`config.mk`:
```
export PLATFORM = sky130hd
export DESIGN_NAME = changed_check_ctrl
export DESIGN_NICKNAME = d
export VERILOG_FILES = /design/src/rtl/changed_check_ctrl.sv
export SDC_FILE = /design/constraint.sdc
export NUM_CORES = 1
export LEC_CHECK = 0
export BUFFER_PORTS_ARGS = -buffer_cell sky130_fd_sc_hd__buf_2
export CAP_MARGIN = 20
export CORE_MARGIN = 5
export CORE_UTILIZATION = 30
export DETAILED_ROUTE_END_ITERATION = 8
export PLACE_DENSITY = 0.45
export SLEW_MARGIN = 20
export SYNTH_ARGS = -nofsm -noshare
export SYNTH_HDL_FRONTEND = slang
export SYNTH_SLANG_ARGS = --single-unit
export TNS_END_PERCENT = 100
```
`constraint.sdc`:
```
create_clock -name clk -period 6.1 [get_ports clk]
set_input_delay 1.525 -clock clk [delete_from_list [all_inputs] [get_ports clk]]
set_output_delay 1.525 -clock clk [all_outputs]
set_load 0.005 [all_outputs]
```
`src/rtl/changed_check_ctrl.sv`:
```
// Change-rule checker for a watched signal: arms on start, waits SKIP cycles,
// then checks $changed/$stable/$rose/$fell every cycle, counting failures.
module changed_check_ctrl #(
    parameter int unsigned WIDTH    = 1,
    parameter int unsigned SKIP     = 1,
    parameter int unsigned MAX_FAIL = 1
) (
    input  logic             clk,
    input  logic             rst_n,
    input  logic             start,
    input  logic             stop,
    input  logic [1:0]       mode,
    input  logic [WIDTH-1:0] val,
    output logic             busy,
    output logic [31:0]      cyc,
    output logic             fail,
    output logic [15:0]      fail_count,
    output logic             done,
    output logic             halted
);

    localparam int unsigned CYC_W = 32;
    localparam int unsigned FC_W  = 16;
    localparam int unsigned SK_W  = 32;

    localparam logic [1:0] ST_IDLE  = 2'd0;
    localparam logic [1:0] ST_SKIP  = 2'd1;
    localparam logic [1:0] ST_CHECK = 2'd2;
    localparam logic [1:0] ST_HALT  = 2'd3;

    localparam logic [1:0] MODE_CHANGED = 2'b00;
    localparam logic [1:0] MODE_STABLE  = 2'b01;
    localparam logic [1:0] MODE_ROSE    = 2'b10;
    localparam logic [1:0] MODE_FELL    = 2'b11;

    localparam logic [FC_W-1:0] FC_SAT     = {FC_W{1'b1}};
    localparam logic [FC_W-1:0] FAIL_LIMIT = FC_W'(MAX_FAIL);
    localparam logic [SK_W-1:0] SKIP_LOAD  = SK_W'(SKIP);
    localparam logic            HALT_EN    = (MAX_FAIL != 0);

    logic [1:0]       state_q, state_d;
    logic [1:0]       mode_q, mode_d;
    logic [WIDTH-1:0] prev_q, prev_d;
    logic [CYC_W-1:0] cyc_q, cyc_d;
    logic [FC_W-1:0]  fail_count_q, fail_count_d;
    logic [SK_W-1:0]  skip_q, skip_d;
    logic             busy_q, busy_d;
    logic             fail_q, fail_d;
    logic             done_q, done_d;
    logic             halted_q, halted_d;

    logic             rule_ok_c;
    logic             arm_c;
    logic [FC_W-1:0]  fail_count_inc_c;

    // Rule evaluation on the current sample against the previous one.
    always_comb begin
        rule_ok_c = 1'b1;
        case (mode_q)
            MODE_CHANGED: rule_ok_c = (val != prev_q);
            MODE_STABLE:  rule_ok_c = (val == prev_q);
            MODE_ROSE:    rule_ok_c = !prev_q[0] && val[0];
            MODE_FELL:    rule_ok_c = prev_q[0] && !val[0];
            default:      rule_ok_c = 1'b1;
        endcase
    end

    assign arm_c            = start && !stop;
    assign fail_count_inc_c = (fail_count_q == FC_SAT) ? fail_count_q
                                                       : fail_count_q + FC_W'(1);

    always_comb begin
        state_d      = state_q;
        mode_d       = mode_q;
        prev_d       = prev_q;
        cyc_d        = cyc_q;
        fail_count_d = fail_count_q;
        skip_d       = skip_q;
        busy_d       = busy_q;
        fail_d       = 1'b0;
        done_d       = 1'b0;
        halted_d     = halted_q;

        case (state_q)
            ST_IDLE, ST_HALT: begin
                if (arm_c) begin
                    mode_d       = mode;
                    prev_d       = val;
                    cyc_d        = '0;
                    fail_count_d = '0;
                    skip_d       = SKIP_LOAD;
                    busy_d       = 1'b1;
                    halted_d     = 1'b0;
                    state_d      = (SKIP_LOAD == '0) ? ST_CHECK : ST_SKIP;
                end
            end

            ST_SKIP: begin
                prev_d = val;
                cyc_d  = cyc_q + CYC_W'(1);
                skip_d = skip_q - SK_W'(1);
                if (stop) begin
                    state_d = ST_IDLE;
                    busy_d  = 1'b0;
                    done_d  = 1'b1;
                end else if (skip_q <= SK_W'(1)) begin
                    state_d = ST_CHECK;
                end
            end

            ST_CHECK: begin
                prev_d = val;
                cyc_d  = cyc_q + CYC_W'(1);
                if (!rule_ok_c) begin
                    fail_d       = 1'b1;
                    fail_count_d = fail_count_inc_c;
                end
                // A stop in the same cycle still counts the failure but wins over HALT.
                if (stop) begin
                    state_d = ST_IDLE;
                    busy_d  = 1'b0;
                    done_d  = 1'b1;
                end else if (HALT_EN && !rule_ok_c && (fail_count_inc_c == FAIL_LIMIT)) begin
                    state_d  = ST_HALT;
                    busy_d   = 1'b0;
                    halted_d = 1'b1;
                end
            end

            default: begin
                state_d  = ST_IDLE;
                busy_d   = 1'b0;
                halted_d = 1'b0;
            end
        endcase
    end

    always_ff @(posedge clk or negedge rst_n) begin
        if (!rst_n) begin
            state_q      <= ST_IDLE;
            mode_q       <= MODE_CHANGED;
            prev_q       <= '0;
            cyc_q        <= '0;
            fail_count_q <= '0;
            skip_q       <= '0;
            busy_q       <= 1'b0;
            fail_q       <= 1'b0;
            done_q       <= 1'b0;
            halted_q     <= 1'b0;
        end else begin
            state_q      <= state_d;
            mode_q       <= mode_d;
            prev_q       <= prev_d;
            cyc_q        <= cyc_d;
            fail_count_q <= fail_count_d;
            skip_q       <= skip_d;
            busy_q       <= busy_d;
            fail_q       <= fail_d;
            done_q       <= done_d;
            halted_q     <= halted_d;
        end
    end

    assign busy       = busy_q;
    assign cyc        = cyc_q;
    assign fail       = fail_q;
    assign fail_count = fail_count_q;
    assign done       = done_q;
    assign halted     = halted_q;

endmodule
```
# Word-level counts from Yosys, hierarchy flattened
# Cells that the tools add are included.
[word_totals]
ff_bits = 89
inputBits = 7
output_inout_bits = 52
elab_cells = 81
[op_classes]
add_sub_neg = 3
magnitude_cmp = 1
eq_ne = 17
muxes = 30
n_reduce_logical = 20
[op_table]
columns = ["cell", "count"]
rows = [
  ["$pmux 32 s2", 2],
  ["$mux 32", 2],
  ["$mux 16", 3],
  ["$add 32x1->32 const B", 1],
  ["$le 32x1->1 const B", 1],
  ["$pmux 16 s2", 1],
  ["$sub 32x1->32 const B", 1],
  ["$add 16x1->16 const B", 1],
  ["$eq 16x1->1 const B", 1],
  ["$eq 16x16->1 const B", 1],
  ["$mux 1", 12],
  ["$mux 2", 5],
  ["$ne 2x2->1 const B", 5],
  ["$reduce_and 3->1", 3],
  ["$eq 2x2->1 const B", 4],
  ["$ne 3x3->1 const B", 2],
  ["$pmux 2 s3", 1],
  ["$eq 2x1->1 const B", 2],
  ["$logic_and 1x1->1", 4],
  ["$logic_not 1->1", 4],
  ["$logic_not 2->1", 2],
  ["$pmux 1 s2", 2],
  ["$pmux 1 s4", 1],
  ["$reduce_and 2->1", 2],
  ["6 further kinds", 8],
]

# Longest topological paths before layout
# Gate-level depths: netlist of run 1.
[logic_depth]
word_depth = 8
ltp_mapped = 10

# Worst setup path after synthesis of run 1
# No wires, ideal clock.
[synth_timing]
path_kind = "input-to-reg"
start = "in stop"
end = "reg skip_q[25]"
setup_ns = 0.132
arrival_ns = 3.018
path_slack_ns = 2.950
stages = 7
cell_sequence = "nand3b_1 a2111oi_2 nand4_1 or2_1 nor3_1 xnor2_1 nor2_1"
[synth_via]
elab_chain_len = 4
[synth_lines]
columns = ["element", "line", "source"]
rows = [
  ["start, declared", "11", "input logic stop,"],
  ["$logic_not 1->1", "68", "assign arm_c = start && !stop;"],
  ["$logic_and 1x1->1", "68", ""],
  ["$ne 2x2->1 (no source line)", "n/a", ""],
  ["$reduce_and 2->1 (no source line)", "n/a", ""],
  ["end signal, assigned", "156", "skip_q <= skip_d;"],
  ["end, declared", "46", "logic [SK_W-1:0] skip_q, skip_d;"],
]
# Every way passes these cells.
# A chain may end at the register's enable or synchronous reset.

# Worst setup path in the final report of run 1
[layout_timing]
start = "in val"
end = "reg fail_count_q[9], in the netlist fail_count[9]"
[layout_via]
elab_chain_len = 5
elab_cells_between_ends = 8
[layout_lines]
columns = ["element", "line", "source"]
rows = [
  ["start, declared", "13", "input logic [WIDTH-1:0] val,"],
  ["$logic_not 1->1", "63", "MODE_FELL: rule_ok_c = prev_q[0] && !val[0];"],
  ["$logic_and 1x1->1", "63", ""],
  ["$pmux 1 s4 *", "59", "case (mode_q)"],
  ["$ne 2x2->1 (no source line) *", "n/a", ""],
  ["$reduce_and 3->1 (no source line) *", "n/a", ""],
  ["end signal, assigned", "155", "fail_count_q <= fail_count_d;"],
  ["end, declared", "45", "logic [FC_W-1:0] fail_count_q, fail_count_d;"],
]
# Mark *: on every way between the ends. The rest lies on a longest branch, timed or not.

==> results of run 1 <==
==> kinds of logic (layout without fill, tap and decap cells) <==
group	count (synthesis)	after routing
AO/OA/AOI/OAI	101	101
XOR/XNOR	33	33
flip-flops	89	89
AND/OR/NAND/NOR	235	235
multiplexers	28	28
adder cells (fa/ha/maj)	8	8
buffers and inverters	31	91
==> layer usage <==
| metal | up-vias | wire length [um] |
|---|---|---|
| met5 | - | 0 |
| met4 | 0 | 165 |
| met3 | 16 | 557 |
| met2 | 72 | 5610 |
| met1 | 1928 | 5650 |
| li1 | 2005 | - |
==> power breakdown <==
group	leakage [uW]	switching [uW]	internal [uW]
Combinational	0.00126	427	280
Clock	0.000175	233	434
Sequential	0.00121	125	707
==> metrics by stage <==
| stage | total power [uW] | std cells | hold slack (ns) |
|---|---|---|---|
| floorplan | 1350 | 525 | 0.475 |
| global placement | 1540 | 785 | 0.472 |
| detailed placement | 1560 | 785 | 0.477 |
| CTS | 2240 | 801 | 0.488 |
| global route | 2370 | 801 | 0.512 |
| finish | 2210 | 801 | 0.488 |
==> flip-flops by register name (all words and copies together) (netlist names) <==
signal and cells:
prev_q 1, done 1, state_q 2, fail_count 16, fail 1, mode_q 2
halted 1, skip_q 32, cyc 32, busy 1
==> worst max-delay path, delay by kind of cell <==
family,cells,cell delay (ns)
AOI/OAI and AO/OA,3,0.38
xor gates and xnor gates,1,0.18
adders and majority gates,1,0.29
buffers and inverters,2,0.13
and+or+nand+nor,3,1.11
==> placed cells by master, fill, tap and decap left out, drive strengths merged, types with 3 or more instances in the layout <==
master / netlist / routed
nand3: 28 / 28
o31ai: 4 / 4
nor2b: 3 / 3
and4: 4 / 4
nand2b: 4 / 4
o21ai: 43 / 43
mux2i: 24 / 24
xor2: 11 / 11
clkbuf: 14 / 12
and3: 9 / 9
a211oi: 4 / 4
nand4: 10 / 10
a21oi: 26 / 26
and2: 5 / 5
inv: 14 / 14
nor4: 16 / 16
nand2: 59 / 59
nor3b: 3 / 3
bufinv: 0 / 3
buf: 3 / 61
dfrtp: 89 / 89
or4: 6 / 6
a31oi: 5 / 5
ha: 8 / 8
nor3: 22 / 22
mux2: 4 / 4
nor2: 52 / 52
xnor2: 22 / 22
or3: 7 / 7
o211ai: 4 / 4
==> cell type report <==
cell class              instances  area, um^2  area share, %
well taps                     216         270           4.75
repair buffers                 61         315           5.54
inverters                      14        52.6          0.923
clock buffers                  12         267           4.68
multi-input cells             405        2460           43.3
flip-flops and latches         89        2230           39.1
clock inverters                 4        97.6           1.71
==> worst paths after layout <==
kind,startpoint,cells past startpoint,end,slack (ns)
worst min register to register,cyc[31],1,cyc[31],0.49
worst max-delay path,val,10,fail_count[9],2.76
min in group asynchronous,rst_n,1,fail_count[10],1.11
worst min-delay path,cyc[31],1,cyc[31],0.49
worst max register to register,fail_count[1],8,state_q[1],3.00
max in group asynchronous,rst_n,2,cyc[20],3.87
==> reports/results.txt, run 1 <==
Drt wl/cell -> 15.0 um
Final min period -> 3.34 ns
Power per cell area -> 387 mW/mm^2
Post-layout nets -> 595
Sum Neg Setup Slack -> 0 ns
Vias in the first global route -> 3776
Worst-margin pin slew -> 1.02 ns
Sequential area share after synthesis -> 46.3%
Total GRT Usage -> 13.4%
I/O pin cnt -> 59
CTS tree -> yes
Cell variety after synth -> 52
Endpoints failing hold -> 0
Maxcap violations -> 0
Final worst slack -> 2.76 ns
Count leader, synth -> dfrtp_1
Final Skew -> 0.00805 ns
N_diodes -> 0
I/O Buffers -> 58
First-pass GRT wire length -> 19800 um
Initial antenna violation count -> 0
Top cells by count, synth -> dfrtp_1, nand2_1, nor2_1, o21ai_0, nand3_1
Max Fclk -> 0.299 GHz
#FFs+latches synth -> 89
Largest net degree at the start of global routing -> 60
Routed vias -> 4021
Status -> finished, final reports clean
Initial Utilization -> 30.4%
Post-CTS sizing -> 0
Cell Chain, Critical Path -> buf_2 -> inv_1 -> ha_1 -> xor2_1 -> o21ai_0 -> nor2_1 -> nand2_1 -> nor2_1 -> a21oi_1 -> a21oi_1
Post-Route Utilization -> 36.0%
Leak Pwr -> 0.00265 uW
GR peak layer -> met2
Clock Latency Late Sink -> 0.35 ns
Worst slew margin -> 31.4%
Synth Area in XOR/XNOR -> 6.01%
Post-detailed-route count of antenna-violating nets -> 0
Global placement routability congestion -> 0.834
Global Route met1 Usage -> 17.8%
Fin crit share -> 54.8%
Syn_nets -> 540
Depth of the CTS H-tree -> 3
CP Capture Type -> flop
Die Span Y -> 137 um
GR Util met3 -> 3.68%
DRC -> 0
Root Driver -> clkbuf_16
Finished Cell Area -> 0.00569 mm^2
DRT iter0 DRCs -> 283
Clk slew on worst S/H paths -> 0.06 ns
Layout overhead on the synthesized area -> 18.4%
Total global routing overflow -> 0
Slew Limit Fails -> 0
Core box area -> 0.0158 mm^2
Cell area after synthesis -> 0.00481 mm^2
Post-synth EDFFs -> 0
Primary FF master, synth -> dfrtp_1
Proportion of synthesized area in mux cells -> 5.93%
Met2 global-route usage -> 21.4%
Via density -> 5.02
Largest family of logic cells by synthesized area -> simple AND/OR/NAND/NOR gates
WP data required -> 6.37 ns
Worst hold-check path type -> flop to flop
Area leader, netlist -> dfrtp_1
Crit-path max FO -> 17
Synth top area cells -> dfrtp_1, mux2i_1, nand2_1, nor2_1, xnor2_1
Critical Path Source Type -> input port
Critical path arrival -> 3.61 ns
Compound-cell area share of the yosys netlist -> 12.4%
Synth top area share -> 46.3%
Worst vdd ir -> 229 uV
CTS max path bufs -> 2
Die area -> 0.0187 mm^2
Crit path kind -> input port to flop
Syn Inst Count -> 525
Final setup violation count -> 0
Layout cell share with drive strength beyond 1 -> 14.9%
Sink Count -> 89
Num CTS Buffers -> 9
Simple-gate share of the synthesized area -> 24.7%
Row Count -> 46
Placement Cell Area -> 0.00533 mm^2
Die width -> 137 um
Avg Cell Area, Syn -> 9.16 um^2
Pre-CTS setup slack -> 2.28 ns
Adder-cell share of the synthesized area -> 2.08%
RSZ-0062 raised after global routing -> no
First-pass DRT Iterations -> 4
CTS Hold Bufs -> 0
YS warnings -> 0
Async SR Flop Fraction -> 100%
DP Wirelength -> 8470 um
Post-Route WL -> 12000 um
CP peak stage delay -> 0.46 ns
Crit-path slowest cell -> nor2_1
Fillcell total -> 1628
Postcts setup bufs -> 0
Power figures use the tool's default switching activity.
==> inputs of run 2 (changes only) <==
Settings changed: ABC_AREA set to 1.
Clock period 6.1 ns to 3.36 ns, I/O delays scaled along.
==> run 2 against run 1 <==
Effect of this change:
- worst hold slack got worse by 0.017 ns
- routed wire length up 14%
- critical path depth is 3 higher
- critical path type is now flop to flop
- synthesized cell count increased by 27%
- largest power group is now combinational logic
- utilization about the same
- count of clock-buffer cells in the layout is 3 lower
- clock skew about the same
==> reports/results.txt, run 2 <==
HP Start -> cyc[31] (unchanged)
Commonest non-fill, non-tap cell in the layout -> nand2_1 (was dfrtp_1)
Maxcap violations -> 0 (unchanged)
Routed vias -> 4593 (was 4021)
Vias in the first global route -> 4530 (was 3776)
Syn_nets -> 681 (was 540)
Most frequent cells in the layout -> nand2_1, nor2_1, dfrtp_1 (was dfrtp_1, nand2_1, buf_2)
Fin cells -> 957 (was 801)
Worst slew margin -> 55.4% (was 31.4%)
Cell area after synthesis -> 0.00508 mm^2 (was 0.00481 mm^2)
CP Capture Type -> flop (unchanged)
Total global routing overflow -> 0 (unchanged)
Async SR Flop Fraction -> 100% (unchanged)
Sink Count -> 89 (unchanged)
Critical path arrival -> 2.93 ns (was 3.61 ns)
YS warnings -> 0 (unchanged)
Top cells by count, synth -> nand2_1, nor2_1, dfrtp_1, inv_1, nand3_1 (was dfrtp_1, nand2_1, nor2_1, o21ai_0, nand3_1)
Post-synth EDFFs -> 0 (unchanged)
First-pass GRT wire length -> 23100 um (was 19800 um)
CTS tree -> yes (unchanged)
Worst hold-check path type -> flop to flop (unchanged)
Endpoints failing hold -> 0 (unchanged)
Die Span Y -> 140 um (was 137 um)
Hold path depth -> 1 (unchanged)
Met2 wire length -> 6200 um (was 5610 um)
Post-Route WL -> 13700 um (was 12000 um)
Count leader, synth -> nand2_1 (was dfrtp_1)
DRT iter0 DRCs -> 305 (was 283)
Clk slew on worst S/H paths -> 0.07 ns (was 0.06 ns)
WL met1 -> 6620 um (was 5650 um)
Layout cell share with drive strength beyond 1 -> 15.2% (was 14.9%)
Post-Route Utilization -> 36.0% (about the same)
WP data required -> 3.64 ns (was 6.37 ns)
Post-layout nets -> 747 (was 595)
Worst R2R Setup Slack -> 0.71 ns (was 3.00 ns)
Initial antenna violation count -> 0 (unchanged)
Via density -> 4.80 (was 5.02)
Final Skew -> 0.00839 ns (was 0.00805 ns)
Power per cell area -> 724 mW/mm^2 (was 387 mW/mm^2)
Num CTS Buffers -> 9 (unchanged)
Die width -> 140 um (was 137 um)
Sequential area share after synthesis -> 43.8% (was 46.3%)
Crit-path max FO -> 11 (was 17)
Uppermost layer routed -> met4 (unchanged)
I/O Buffers -> 58 (unchanged)
Final min period -> 2.65 ns
Placed insts -> 941 (was 785)
Crit path kind -> flop to flop (was input port to flop)
Fillcell total -> 1817 (was 1628)
Drt wl/cell -> 14.3 um (was 15.0 um)
Cell variety after synth -> 44 (was 52)
DRC -> 0 (unchanged)
Worst reg2reg path depth -> 13 (was 8)
Sum Neg Setup Slack -> 0 ns (unchanged)
Met3 wire length -> 694 um (was 557 um)
Leak Pwr -> 0.00294 uW (was 0.00265 uW)
Global placement routability congestion -> 0.852 (was 0.834)
Initial Utilization -> 30.7% (was 30.4%)
Post-CTS sizing -> 0 (unchanged)
Die area -> 0.0197 mm^2 (was 0.0187 mm^2)
Primary FF master, synth -> dfrtp_1 (unchanged)
Synth top area share -> 43.8% (was 46.3%)
Core box area -> 0.0166 mm^2 (was 0.0158 mm^2)
Post-detailed-route count of antenna-violating nets -> 0 (unchanged)
Layout overhead on the synthesized area -> 17.3% (was 18.4%)
Root Driver -> clkbuf_16 (unchanged)
Largest net degree at the start of global routing -> 49 (was 60)
Synth top area cells -> dfrtp_1, nand2_1, nor2_1, inv_1, nand3_1 (was dfrtp_1, mux2i_1, nand2_1, nor2_1, xnor2_1)
Worst-margin pin slew -> 0.668 ns (was 1.02 ns)
Postcts setup bufs -> 0 (unchanged)
Max Fclk -> 0.378 GHz
#FFs+latches synth -> 89 (unchanged)
Critical register-to-register path endpoint -> skip_q[21] (was state_q[1])
Depth of the CTS H-tree -> 3 (unchanged)
RSZ-0062 raised after global routing -> no (unchanged)
Clock Latency Late Sink -> 0.35 ns (about the same)
Slew Limit Fails -> 0 (unchanged)
CTS Hold Bufs -> 0 (unchanged)
N_diodes -> 0 (unchanged)
Syn Inst Count -> 666 (was 525)
CTS max path bufs -> 2 (unchanged)
Hold EP -> cyc[31] (unchanged)
Reg-to-Reg Start -> state_q[0] (was fail_count[1])
Area leader, netlist -> dfrtp_1 (unchanged)
DP Wirelength -> 10100 um (was 8470 um)
First-pass DRT Iterations -> 4 (unchanged)
Worst vdd ir -> 273 uV (was 229 uV)
Avg Cell Area, Syn -> 7.63 um^2 (was 9.16 um^2)
Final setup violation count -> 0 (unchanged)
Critical Path Source Type -> flop (was input port)
I/O pin cnt -> 59 (unchanged)
Status -> finished, final reports clean (unchanged)
Row Count -> 47 (was 46)
Fin crit share -> 78.8%
Total GRT Usage -> 14.3% (was 13.4%)
-- run 2: final cells by class --
class / count / area (um^2) / area share, %
inverters: 83 / 312 / 5.22
multi-input cells: 484 / 2500 / 41.9
clock inverters: 7 / 71.3 / 1.20
flip-flops and latches: 89 / 2230 / 37.3
well taps: 220 / 275 / 4.61
clock buffers: 9 / 225 / 3.78
repair buffers: 65 / 358 / 6.00
-- run 2: power by group --
part           internal [uW]  total [uW]  leakage (uW)  switching [uW]
clock                    575        1030      0.000137             454
combinational            564        1770       0.00159            1210
sequential              1300        1520       0.00121             218
-- run 2: cell families (layout without fill, tap and decap cells) --
logic type / after synthesis / in the layout / share of synthesized area [%]
xor gates and xnor gates: 6 / 6 / 1.03
muxes: 11 / 11 / 2.21
AOI/OAI and AO/OA: 105 / 105 / 10.9
adders and majority gates: 8 / 8 / 1.97
and+or+nand+nor: 354 / 354 / 33.0
DFF: 89 / 89 / 43.8
buffers and inverters: 93 / 164 / 7.09
-- run 2: how the worst max path moves through the flow --
stage                from             to  slack (ns)
6_report       state_q[0]     skip_q[21]        0.71
5_1_grt        state_q[0]     skip_q[21]        0.48
4_1_cts        state_q[0]     skip_q[21]        0.69
3_5_place_dp   state_q[0]     skip_q[21]        0.73
3_3_place_gp   state_q[0]     skip_q[21]        0.76
2_1_floorplan         val  fail_count[0]        1.16
-- run 2: stage by stage --
stage / instance area (um^2) / total power, uW / worst slack [ns] / hold WS (ns)
after floorplan: 5080 / 2820 / 1.16 / 0.456
after CTS: 5970 / 4380 / 0.694 / 0.477
final: 5970 / 4320 / 0.714 / 0.472
after global placement: 5670 / 3330 / 0.755 / 0.481
after global routing: 5970 / 4710 / 0.484 / 0.520
after detailed placement: 5670 / 3330 / 0.727 / 0.466
-- run 2: metal layers --
layer | up-vias | global-route usage, %
met4 | 0 | 4.08
met1 | 2154 | 19.8
li1 | 2344 | -
met5 | - | 0
met2 | 83 | 22.0
met3 | 12 | 3.72
-- run 2: worst max-delay path, cell delays in order, from the launching register on --
cell,delay (ns)
dfrtp_1,0.37
inv_1,0.05
ha_1,0.47
inv_1,0.30
nand2_1,0.16
nand2_4,0.16
nand4_4,0.12
nor2_4,0.15
nand2_2,0.12
nor3b_4,0.27
nand2_1,0.11
o21ai_1,0.13
nand2_1,0.06
nor2_1,0.11
==> inputs of run 3 (changes only) <==
Clock period 3.36 ns to 2.6 ns, I/O delays scaled along.
==> run 3 against run 2 <==
Effect of this change:
- die area is the same
- cell count increased by 0.73%
- maximum frequency increased by 14%
- non-clock buffer count is 7 higher
- first-iteration DRC count shrank 5.9%
- register-to-register slack got worse by 0.43 ns
- via count is 1.7% higher
- flip-flop and latch count did not move
- power up 31%
- global-route usage fell by 0.19 points
- worst setup slack worse by 0.43 ns
- combinational power up 33%
- critical endpoint is now cyc[24]
==> reports/results.txt, run 3 (synthesized netlist as in run 2, its figures left out) <==
Status -> finished, final reports clean (unchanged)
CP Capture Type -> flop (unchanged)
Initial antenna violation count -> 0 (unchanged)
Max Fclk -> 0.432 GHz (was 0.378 GHz)
Cell Chain, Critical Path -> inv_1 -> ha_2 -> nor2_2 -> nand3_1 -> nor2_1 -> nand2_1 -> nor2_2 -> nand2_1 -> nor3_2 -> nand3_1 -> nor2_1 -> a21oi_1 (was inv_1 -> ha_1 -> inv_1 -> nand2_1 -> nand2_4 -> nand4_4 -> nor2_4 -> nand2_2 -> nor3b_4 -> nand2_1 -> o21ai_1 -> nand2_1 -> nor2_1)
Buf/Inv on CP -> 1 (was 2)
Most frequent cells in the layout -> nand2_1, nor2_1, dfrtp_1 (unchanged)
Commonest non-fill, non-tap cell in the layout -> nand2_1 (unchanged)
Die Span Y -> 140 um (unchanged)
Worst slew margin -> 64.3% (was 55.4%)
CP delay by family, top -> simple AND/OR/NAND/NOR gates (unchanged)
Die area -> 0.0197 mm^2 (unchanged)
Crit-path max FO -> 5 (was 11)
Leak Pwr -> 0.00297 uW (was 0.00294 uW)
Fin cells -> 964 (was 957)
Crit-path slowest cell -> dfrtp_1 (was ha_1)
Drt wl/cell -> 14.0 um (was 14.3 um)
Depth of the CTS H-tree -> 3 (unchanged)
Post-Route WL -> 13500 um (was 13700 um)
Sum Neg Setup Slack -> 0 ns (unchanged)
Critical Path Source Type -> flop (unchanged)
Core box area -> 0.0166 mm^2 (unchanged)
Total GRT Usage -> 14.1% (was 14.3%)
CTS max path bufs -> 2 (unchanged)
Sink Count -> 89 (unchanged)
Clk slew on worst S/H paths -> 0.07 ns (about the same)
Largest net degree at the start of global routing -> 39 (was 49)
Placed insts -> 948 (was 941)
Final setup violation count -> 0 (unchanged)
Num CTS Buffers -> 9 (unchanged)
N_diodes -> 0 (unchanged)
CTS tree -> yes (unchanged)
Routed vias -> 4672 (was 4593)
WHS -> 0.278 ns (was 0.472 ns)
Power per cell area -> 937 mW/mm^2 (was 724 mW/mm^2)
Vias in the first global route -> 4624 (was 4530)
Postcts setup bufs -> 0 (unchanged)
Finished Cell Area -> 0.00602 mm^2 (was 0.00597 mm^2)
Post-layout nets -> 754 (was 747)
Via density -> 4.85 (was 4.80)
First-pass DRT Iterations -> 4 (unchanged)
Post-detailed-route count of antenna-violating nets -> 0 (unchanged)
Endpoints failing hold -> 0 (unchanged)
Crit path kind -> flop to flop (unchanged)
Die width -> 140 um (unchanged)
Worst R2R Setup Slack -> 0.29 ns (was 0.71 ns)
First-pass GRT wire length -> 22800 um (was 23100 um)
Worst hold-check path type -> input port to async pin (was flop to flop)
I/O pin cnt -> 59 (unchanged)
DP Wirelength -> 10200 um (was 10100 um)
CP peak stage delay -> 0.39 ns (was 0.47 ns)
Total global routing overflow -> 0 (unchanged)
Maxcap violations -> 0 (unchanged)
Fin crit share -> 89.0% (was 78.8%)
DRT iter0 DRCs -> 287 (was 305)
RSZ-0062 raised after global routing -> no (unchanged)
DRC -> 0 (unchanged)
Worst-margin pin slew -> 0.535 ns (was 0.668 ns)
Row Count -> 47 (unchanged)
Global placement routability congestion -> 0.885 (was 0.852)
Final min period -> 2.31 ns (was 2.65 ns)
Placement Cell Area -> 0.00572 mm^2 (was 0.00567 mm^2)
I/O Buffers -> 58 (unchanged)
Worst vdd ir -> 322 uV (was 273 uV)
Initial Utilization -> 30.7% (unchanged)
Root Driver -> clkbuf_16 (unchanged)
Slew Limit Fails -> 0 (unchanged)
WP data required -> 2.84 ns (was 3.64 ns)
Pre-CTS setup slack -> 0.176 ns (was 0.727 ns)
Final Skew -> 0.00819 ns (was 0.00839 ns)
Final worst slack -> 0.285 ns (was 0.714 ns)
Layout overhead on the synthesized area -> 18.5% (was 17.3%)
Clock Latency Late Sink -> 0.35 ns (about the same)
Layout cell share with drive strength beyond 1 -> 16.5% (was 15.2%)
Critical path arrival -> 2.55 ns (was 2.93 ns)
[run 3: power breakdown]
group	leakage [uW]	total [uW]	switching (uW)	internal, uW
Sequential	0.00121	1950	274	1680
Combinational	0.00162	2360	1570	791
Clock	0.000146	1340	592	746
Total	0.00297	5650	2430	3210
[run 3: what timing repair did]
item	4_1_cts	5_1_grt
hold buffers	0	0
endpoints found under the setup margin	0	4
resized for setup	0	4
[run 3: area by class of cell]
cell class / instances / area [um^2]
inverter: 83 / 312
timing repair buffer: 72 / 410
multi-input combinational: 484 / 2500
sequential: 89 / 2230
clock buffer: 9 / 225
tap: 220 / 275
clock inverter: 7 / 70.1
fill: 1821 / 10600
[run 3: worst paths after layout]
path | from | end | cells past startpoint
setup / recovery | state_q[0] | cyc[24] | 12
hold / removal | rst_n | skip_q[4] | 1
setup reg to reg | state_q[0] | cyc[24] | 12
hold reg to reg | cyc[31] | cyc[31] | 1
max in group asynchronous | rst_n | skip_q[18] | 2
min in group clk | cyc[31] | cyc[31] | 1
[run 3: metal layers]
| layer | vias up | part of all wire, % | GRT usage (%) | routed length [um] |
|---|---|---|---|---|
| li1 | 2367 | - | - | - |
| met2 | 87 | 46 | 22.3 | 6150 |
| met3 | 16 | 4.1 | 2.86 | 545 |
| met4 | 0 | 1.6 | 5.30 | 216 |
| met5 | - | 0 | 0 | 0 |
| met1 | 2202 | 49 | 19.0 | 6540 |
[run 3: metrics by stage]
step | util, % | power [uW]
after floorplan | - | 3640
final | 36.3 | 5650
after CTS | 36.3 | 5710
after global placement | 34.5 | 4320
after global routing | 36.3 | 6120
after detailed placement | 34.5 | 4350
